File: src/rtl/mips_pkg.sv
// rtl/mips_pkg.sv - shared types and constants for the MIPS MEM stage
package mips_pkg;

  typedef enum logic [1:0] {
    IDLE = 2'd0,
    BUSY = 2'd1,
    DONE = 2'd2
  } state_t;

  localparam logic [31:0] BUBBLE   = 32'd0;
  localparam logic [31:0] DEADBEEF = 32'hDEAD_BEEF;
  localparam int          REG_W    = 5;

endpackage

File: src/rtl/mem_wb_reg.sv
// rtl/mem_wb_reg.sv - MEM/WB pipeline register with load and bubble controls
module mem_wb_reg
  import mips_pkg::*;
(
  input  logic             clk,
  input  logic             rst_n,
  input  logic             load,
  input  logic             bubble,
  input  logic             reg_write,
  input  logic             mem_to_reg,
  input  logic [31:0]      read_data,
  input  logic [31:0]      alu_out,
  input  logic [REG_W-1:0] write_reg,
  output logic             reg_write_w,
  output logic             mem_to_reg_w,
  output logic [31:0]      read_data_w,
  output logic [31:0]      alu_out_w,
  output logic [REG_W-1:0] write_reg_w
);

  always_ff @(posedge clk or negedge rst_n) begin
    if (!rst_n) begin
      reg_write_w  <= 1'b0;
      mem_to_reg_w <= 1'b0;
      read_data_w  <= BUBBLE;
      alu_out_w    <= BUBBLE;
      write_reg_w  <= '0;
    end else if (load) begin
      if (bubble) begin
        reg_write_w  <= 1'b0;
        mem_to_reg_w <= 1'b0;
        read_data_w  <= BUBBLE;
        alu_out_w    <= BUBBLE;
        write_reg_w  <= '0;
      end else begin
        reg_write_w  <= reg_write;
        mem_to_reg_w <= mem_to_reg;
        read_data_w  <= read_data;
        alu_out_w    <= alu_out;
        write_reg_w  <= write_reg;
      end
    end
  end

endmodule

File: src/rtl/mem_stage.sv
// rtl/mem_stage.sv - MIPS MEM stage: branch resolve, req/ack data-memory FSM, MEM/WB outputs
// Optional bus timeout with sticky mem_err port: define MEM_TIMEOUT_EN.
module mem_stage
  import mips_pkg::*;
#(
  parameter int ADDR_W         = 32,
  parameter int TIMEOUT_CYCLES = 16
) (
  input  logic              clk,
  input  logic              rst_n,
  input  logic              RegWriteM,
  input  logic              MemtoRegM,
  input  logic              MemWriteM,
  input  logic              BranchM,
  input  logic              ZeroM,
  input  logic [31:0]       ALUOutM,
  input  logic [31:0]       WriteDataM,
  input  logic [REG_W-1:0]  WriteRegM,
  input  logic [31:0]       PCBranchM,
  output logic              PCSrcM,
  output logic [31:0]       PCBranchF,
  output logic              StallM,
  output logic              mem_req,
  output logic              mem_we,
  output logic [ADDR_W-1:0] mem_addr,
  output logic [31:0]       mem_wdata,
  input  logic              mem_ack,
  input  logic [31:0]       mem_rdata,
  output logic              RegWriteW,
  output logic              MemtoRegW,
  output logic [31:0]       ReadDataW,
  output logic [31:0]       ALUOutW,
  output logic [REG_W-1:0]  WriteRegW
`ifdef MEM_TIMEOUT_EN
  ,
  output logic              mem_err
`endif
);

  state_t      state;
  logic [31:0] rdata_q;
  logic        access;
  logic [31:0] w_read_data;

`ifdef MEM_TIMEOUT_EN
  localparam int CNT_W = $clog2(TIMEOUT_CYCLES + 1);
  localparam logic [CNT_W-1:0] CNT_LAST = CNT_W'(TIMEOUT_CYCLES - 1);
  logic [CNT_W-1:0] busy_cnt;
`endif

  assign access    = MemtoRegM | MemWriteM;
  assign StallM    = ((state == IDLE) && access) || (state == BUSY);
  assign PCSrcM    = BranchM & ZeroM & ~StallM;
  assign PCBranchF = PCBranchM;

  // Only DONE forwards the captured read data, and never for a store.
  assign w_read_data = ((state == DONE) && !MemWriteM) ? rdata_q : BUBBLE;

  always_ff @(posedge clk or negedge rst_n) begin
    if (!rst_n) begin
      state     <= IDLE;
      mem_req   <= 1'b0;
      mem_we    <= 1'b0;
      mem_addr  <= '0;
      mem_wdata <= '0;
      rdata_q   <= '0;
`ifdef MEM_TIMEOUT_EN
      busy_cnt  <= '0;
      mem_err   <= 1'b0;
`endif
    end else begin
      case (state)
        IDLE: begin
          if (access) begin
            state     <= BUSY;
            mem_req   <= 1'b1;
            mem_we    <= MemWriteM;
            mem_addr  <= {ALUOutM[ADDR_W-1:2], 2'b00};
            mem_wdata <= WriteDataM;
`ifdef MEM_TIMEOUT_EN
            busy_cnt  <= '0;
`endif
          end
        end
        BUSY: begin
          if (mem_ack) begin
            rdata_q <= mem_rdata;
            mem_req <= 1'b0;
            state   <= DONE;
          end
`ifdef MEM_TIMEOUT_EN
          // An ack in the expiry cycle takes priority over the abort.
          else if (busy_cnt == CNT_LAST) begin
            rdata_q <= DEADBEEF;
            mem_req <= 1'b0;
            mem_err <= 1'b1;
            state   <= DONE;
          end else begin
            busy_cnt <= busy_cnt + 1'b1;
          end
`endif
        end
        DONE:    state <= IDLE;
        default: state <= IDLE;
      endcase
    end
  end

  mem_wb_reg u_mem_wb_reg (
    .clk          (clk),
    .rst_n        (rst_n),
    .load         (1'b1),
    .bubble       (StallM),
    .reg_write    (RegWriteM),
    .mem_to_reg   (MemtoRegM),
    .read_data    (w_read_data),
    .alu_out      (ALUOutM),
    .write_reg    (WriteRegM),
    .reg_write_w  (RegWriteW),
    .mem_to_reg_w (MemtoRegW),
    .read_data_w  (ReadDataW),
    .alu_out_w    (ALUOutW),
    .write_reg_w  (WriteRegW)
  );

endmodule

File: config.mk
export PLATFORM = sky130hd
export DESIGN_NAME = mem_stage
export DESIGN_NICKNAME = d
export VERILOG_FILES = /design/src/rtl/mips_pkg.sv /design/src/rtl/mem_wb_reg.sv /design/src/rtl/mem_stage.sv
export SDC_FILE = /design/constraint.sdc
export NUM_CORES = 1
export LEC_CHECK = 0
export BUFFER_PORTS_ARGS = -buffer_cell sky130_fd_sc_hd__buf_4
export CORE_ASPECT_RATIO = 0.8
export CORE_MARGIN = 2
export CORE_UTILIZATION = 40
export CTS_BUF_LIST = sky130_fd_sc_hd__clkbuf_8
export DETAILED_ROUTE_END_ITERATION = 8
export GPL_TIMING_DRIVEN = 0
export PLACE_DENSITY = 0.71
export SETUP_SLACK_MARGIN = 0.05
export SLEW_MARGIN = 40
export SYNTH_ARGS = -nofsm -noshare
export SYNTH_HDL_FRONTEND = slang
export SYNTH_SLANG_ARGS = --single-unit
File: constraint.sdc
create_clock -name clk -period 2.2 [get_ports clk]
set_input_delay 0.22 -clock clk [delete_from_list [all_inputs] [get_ports clk]]
set_output_delay 0.22 -clock clk [all_outputs]
set_load 0.03 [all_outputs]
==> impl_metrics.py <==
metrics = {
    "setup_path": {
        "critical_path.top_delay_family": "flip-flops",
        "critPathBufInv": 2,
        "reg2reg_slack_ns": 0.71,
        "path_cells": "nor3_2, nor2_2, buf_2, nor2_1, buf_4",
        "crit_fanout": 10,
        "timing.rr.end": "mem_wdata[30]",
        "cp.depth": 5,
        "crit_path_end_kind": "primary output",
        "r2r-start": "state[1]",
        "reg2reg_depth": 4,
        "slowest_stage": "dfrtp_2",
        "start_kind": "flip-flop",
        "required_ns": 1.98,
        "cp-endpoint": "PCSrcM",
        "crit_path_start": "state[0]",
        "worstPathArrival_ns": 1.76,
        "path_class": "flip-flop to primary output",
        "max_stage_delay_ns": 0.48,
    },
    "placement": {
        "gp_congestion": 0.736,
        "io_buffers": 277,
        "hpwl_um": 11300,
        "dp_cells": 891,
    },
    "drt": {
        "drcViolationCount": 0,
        "ant_nets": 0,
        "viasPerCell": 4.39,
        "dr.pass1.iters": 4,
        "wl_per_cell_um": 16.2,
        "finalWirelength_um": 16600,
        "vias": 4512,
        "drt_iter0_markers": 159,
    },
    "global_route": {
        "grt-ovfl-total": 0,
        "grt_util_all_layers": 0.202,
        "grt_pass1_vias": 4988,
        "antenna_found_initial": 0,
        "grt_pass1_wl_um": 25300,
        "grt_max_degree": 74,
    },
    "timing": {
        "finalSetupViolCount": 0,
        "slew_violations": 0,
        "fmax_mhz": 504,
        "clock-skew-final_ns": 0.00705,
        "min_period_ns": 1.98,
        "hold_viol": 0,
        "fin_crit_sh": 0.902,
        "rsz0062_at_grt": "no",
        "tns_ns": 0,
    },
    "power": {
        "power.share.combinational": 0.418,
        "swShare": 0.365,
        "max-vdd-ir-drop_mv": 0.582,
        "clkPwrFrac": 0.180,
        "pwr-share-seq": 0.403,
        "power_density_nw_per_um2": 1140,
        "intPower_w": 0.00729,
        "p_leak_nw": 5.03,
        "power_w": 0.0115,
        "p_switching_w": 0.00419,
    },
    "synthesis": {
        "synth-seq-cells": 169,
        "synth_top_family_by_area": "multiplexers",
        "avgSynthCellArea_um2": 15.6,
        "ys_types": 23,
        "synth_compound_area_frac": 0.00599,
        "yosysWarnings": 0,
        "ys_seq_area_frac": 0.675,
        "synth.largest_area_cell": "dfrtp_1",
        "synth_top_area_share": 0.675,
        "synth_fa_ha_area_frac": 0,
        "syn_area_um2": 6270,
        "muxShareOfSynthArea": 0.173,
        "synth_xor_area_frac": 0,
        "synthSimpleGateAreaFrac": 0.0828,
        "yosys-top-cells-area": "dfrtp_1 67%, mux2_2 16%, buf_4 4.1%, nor2b_1 3.8%, and2_1 3.3%",
        "syn_inst": 401,
    },
    "layout": {
        "syn2layout_area_growth_pct": 61.0,
        "final_nets": 945,
        "final_cells": 1027,
        "drive_gt1_frac": 0.554,
    },
    "floorplan": {
        "num_rows": 40,
        "io_pins": 312,
        "die_w_um": 144,
        "die_y_um": 116,
        "core-area_um2": 15200,
        "die-area_um2": 16700,
        "initial_core_util": 0.413,
    },
    "clock_tree": {
        "worstSkewPairLatency_ns": 0.45,
        "clockBufferDepth": 2,
        "cts_root_buf": "clkbuf_8",
        "htreeDepth": 4,
        "clk_pin_slew_worst_paths_ns": 0.08,
        "cts_tree": "built",
        "cts.sinks": 169,
        "numCtsBuffers": 17,
    },
    "outcome": {
        "run_status": "finished, final reports clean",
    },
    "flow_run": {
        "max_cap_violations": 0,
    },
    "worst_hold_path": {
        "hold_class": "primary input to flip-flop",
    },
}
[worst register-to-register path, cell delays in order (launching register included)]
cell     delay, ns
dfrtp_1       0.49
nor2_4        0.08
o21ai_4       0.20
buf_6         0.26
mux2_2        0.36
[per-stage QoR]
step	utilization	area (um^2)	hold WS, ns	setup WS (ns)
finish	0.666	10100	0.0390	0.216
global placement	0.568	8620	0.440	0.0332
floorplan	-	6270	-0.0756	0.517
global route	0.666	10100	0.0127	0.0790
CTS	0.665	10100	0.00347	0.0700
detailed placement	0.572	8680	0.141	0.423
[layout by cell type, fill, tap and decap left out, types with 2 or more instances in the layout]
cell type / count
buf_4: 310
dfrtp_1: 168
dlygate4sd3_1: 104
mux2_2: 87
nor2b_1: 38
and2_1: 33
clkbuf_8: 18
buf_6: 9
inv_1: 8
mux2_4: 7
buf_2: 4
clkbuf_1: 3
nand2_1: 2
conb_1: 2
clkinv_2: 2
bufinv_16: 2
clkinv_4: 2
buf_16: 2
[timing repair]
item	CTS	global route
setup buffers	0	0
resized for setup	2	1
hold buffers	103	1
setup endpoints to repair	2	2
hold endpoints to repair	180	1
[area by class of cell]
type	instances	area [um^2]
clock buffer	18	248
clock inverter	13	118
fill	1065	5070
sequential	169	4230
tap	210	263
buffer	50	388
timing repair buffer	383	3180
multi-input combinational	181	1660
inverter	2	7.51
antenna	1	2.50
[worst min path at each step]
stage,startpoint,endpoint,cells after the start
4_1_cts,ALUOutM[19],u_mem_wb_reg.alu_out_w[19],2
3_3_place_gp,WriteRegM[1],u_mem_wb_reg.write_reg_w[1],2
5_1_grt,MemtoRegM,u_mem_wb_reg.mem_to_reg_w,2
2_1_floorplan,rst_n,mem_addr[10],0
3_5_place_dp,rst_n,u_mem_wb_reg.read_data_w[20],1
6_report,MemtoRegM,u_mem_wb_reg.mem_to_reg_w,2
[flip-flops by register name, summed over array words and instances (netlist names)]
register                   count
mem_wdata                     32
rdata_q                       32
u_mem_wb_reg.alu_out_w        32
u_mem_wb_reg.read_data_w      32
mem_addr                      30
u_mem_wb_reg.write_reg_w       5
state                          2
mem_req                        1
mem_we                         1
u_mem_wb_reg.mem_to_reg_w      1
u_mem_wb_reg.reg_write_w       1
[cell families (layout without fill, tap and decap cells)]
kind of cell / Yosys count / in the layout
other cells: 1 / 3
compound gates: 4 / 4
buf+inv: 52 / 466
simple gates: 81 / 81
mux: 94 / 94
flops: 169 / 169
[synth_stat cells]
cell and number:
nor2_4 1, buf_2 4, a22o_1 1, nand2_1 2
o21ai_0 1, clkbuf_1 3, nand3b_4 1, mux2_4 7
nor2b_1 38, o21ai_4 1, and2_1 33, nand3_1 1
nor2_1 2, nand2b_1 1, inv_1 2, conb_1 1
a211oi_1 1, mux2_2 87, buf_6 9, dfrtp_1 169
buf_4 34, nor3b_2 1, nor3_1 1
[power by group through the flow]
| stage | Clock [W] | Combinational, W | Sequential [W] |
|---|---|---|---|
| 4_1_cts | 0.00213 | 0.00483 | 0.00460 |
| 3_3_place_gp | 0 | 0.00458 | 0.00460 |
| 6_report | 0.00206 | 0.00480 | 0.00462 |
| 2_1_floorplan | 0 | 0.00141 | 0.00603 |
| 3_5_place_dp | 0 | 0.00468 | 0.00467 |
| 5_1_grt | 0.00227 | 0.00507 | 0.00474 |
[routing by layer]
metal | vias to the layer above | routed length [um] | share of wire | global-route usage
li1 | 2087 | - | - | -
met1 | 2208 | 6040 | 0.36 | 0.222
met2 | 189 | 8440 | 0.51 | 0.344
met3 | 28 | 1840 | 0.11 | 0.0909
met4 | 0 | 310 | 0.019 | 0.0810
met5 | - | 0 | 0 | 0
(Power assumes the default switching activity.)
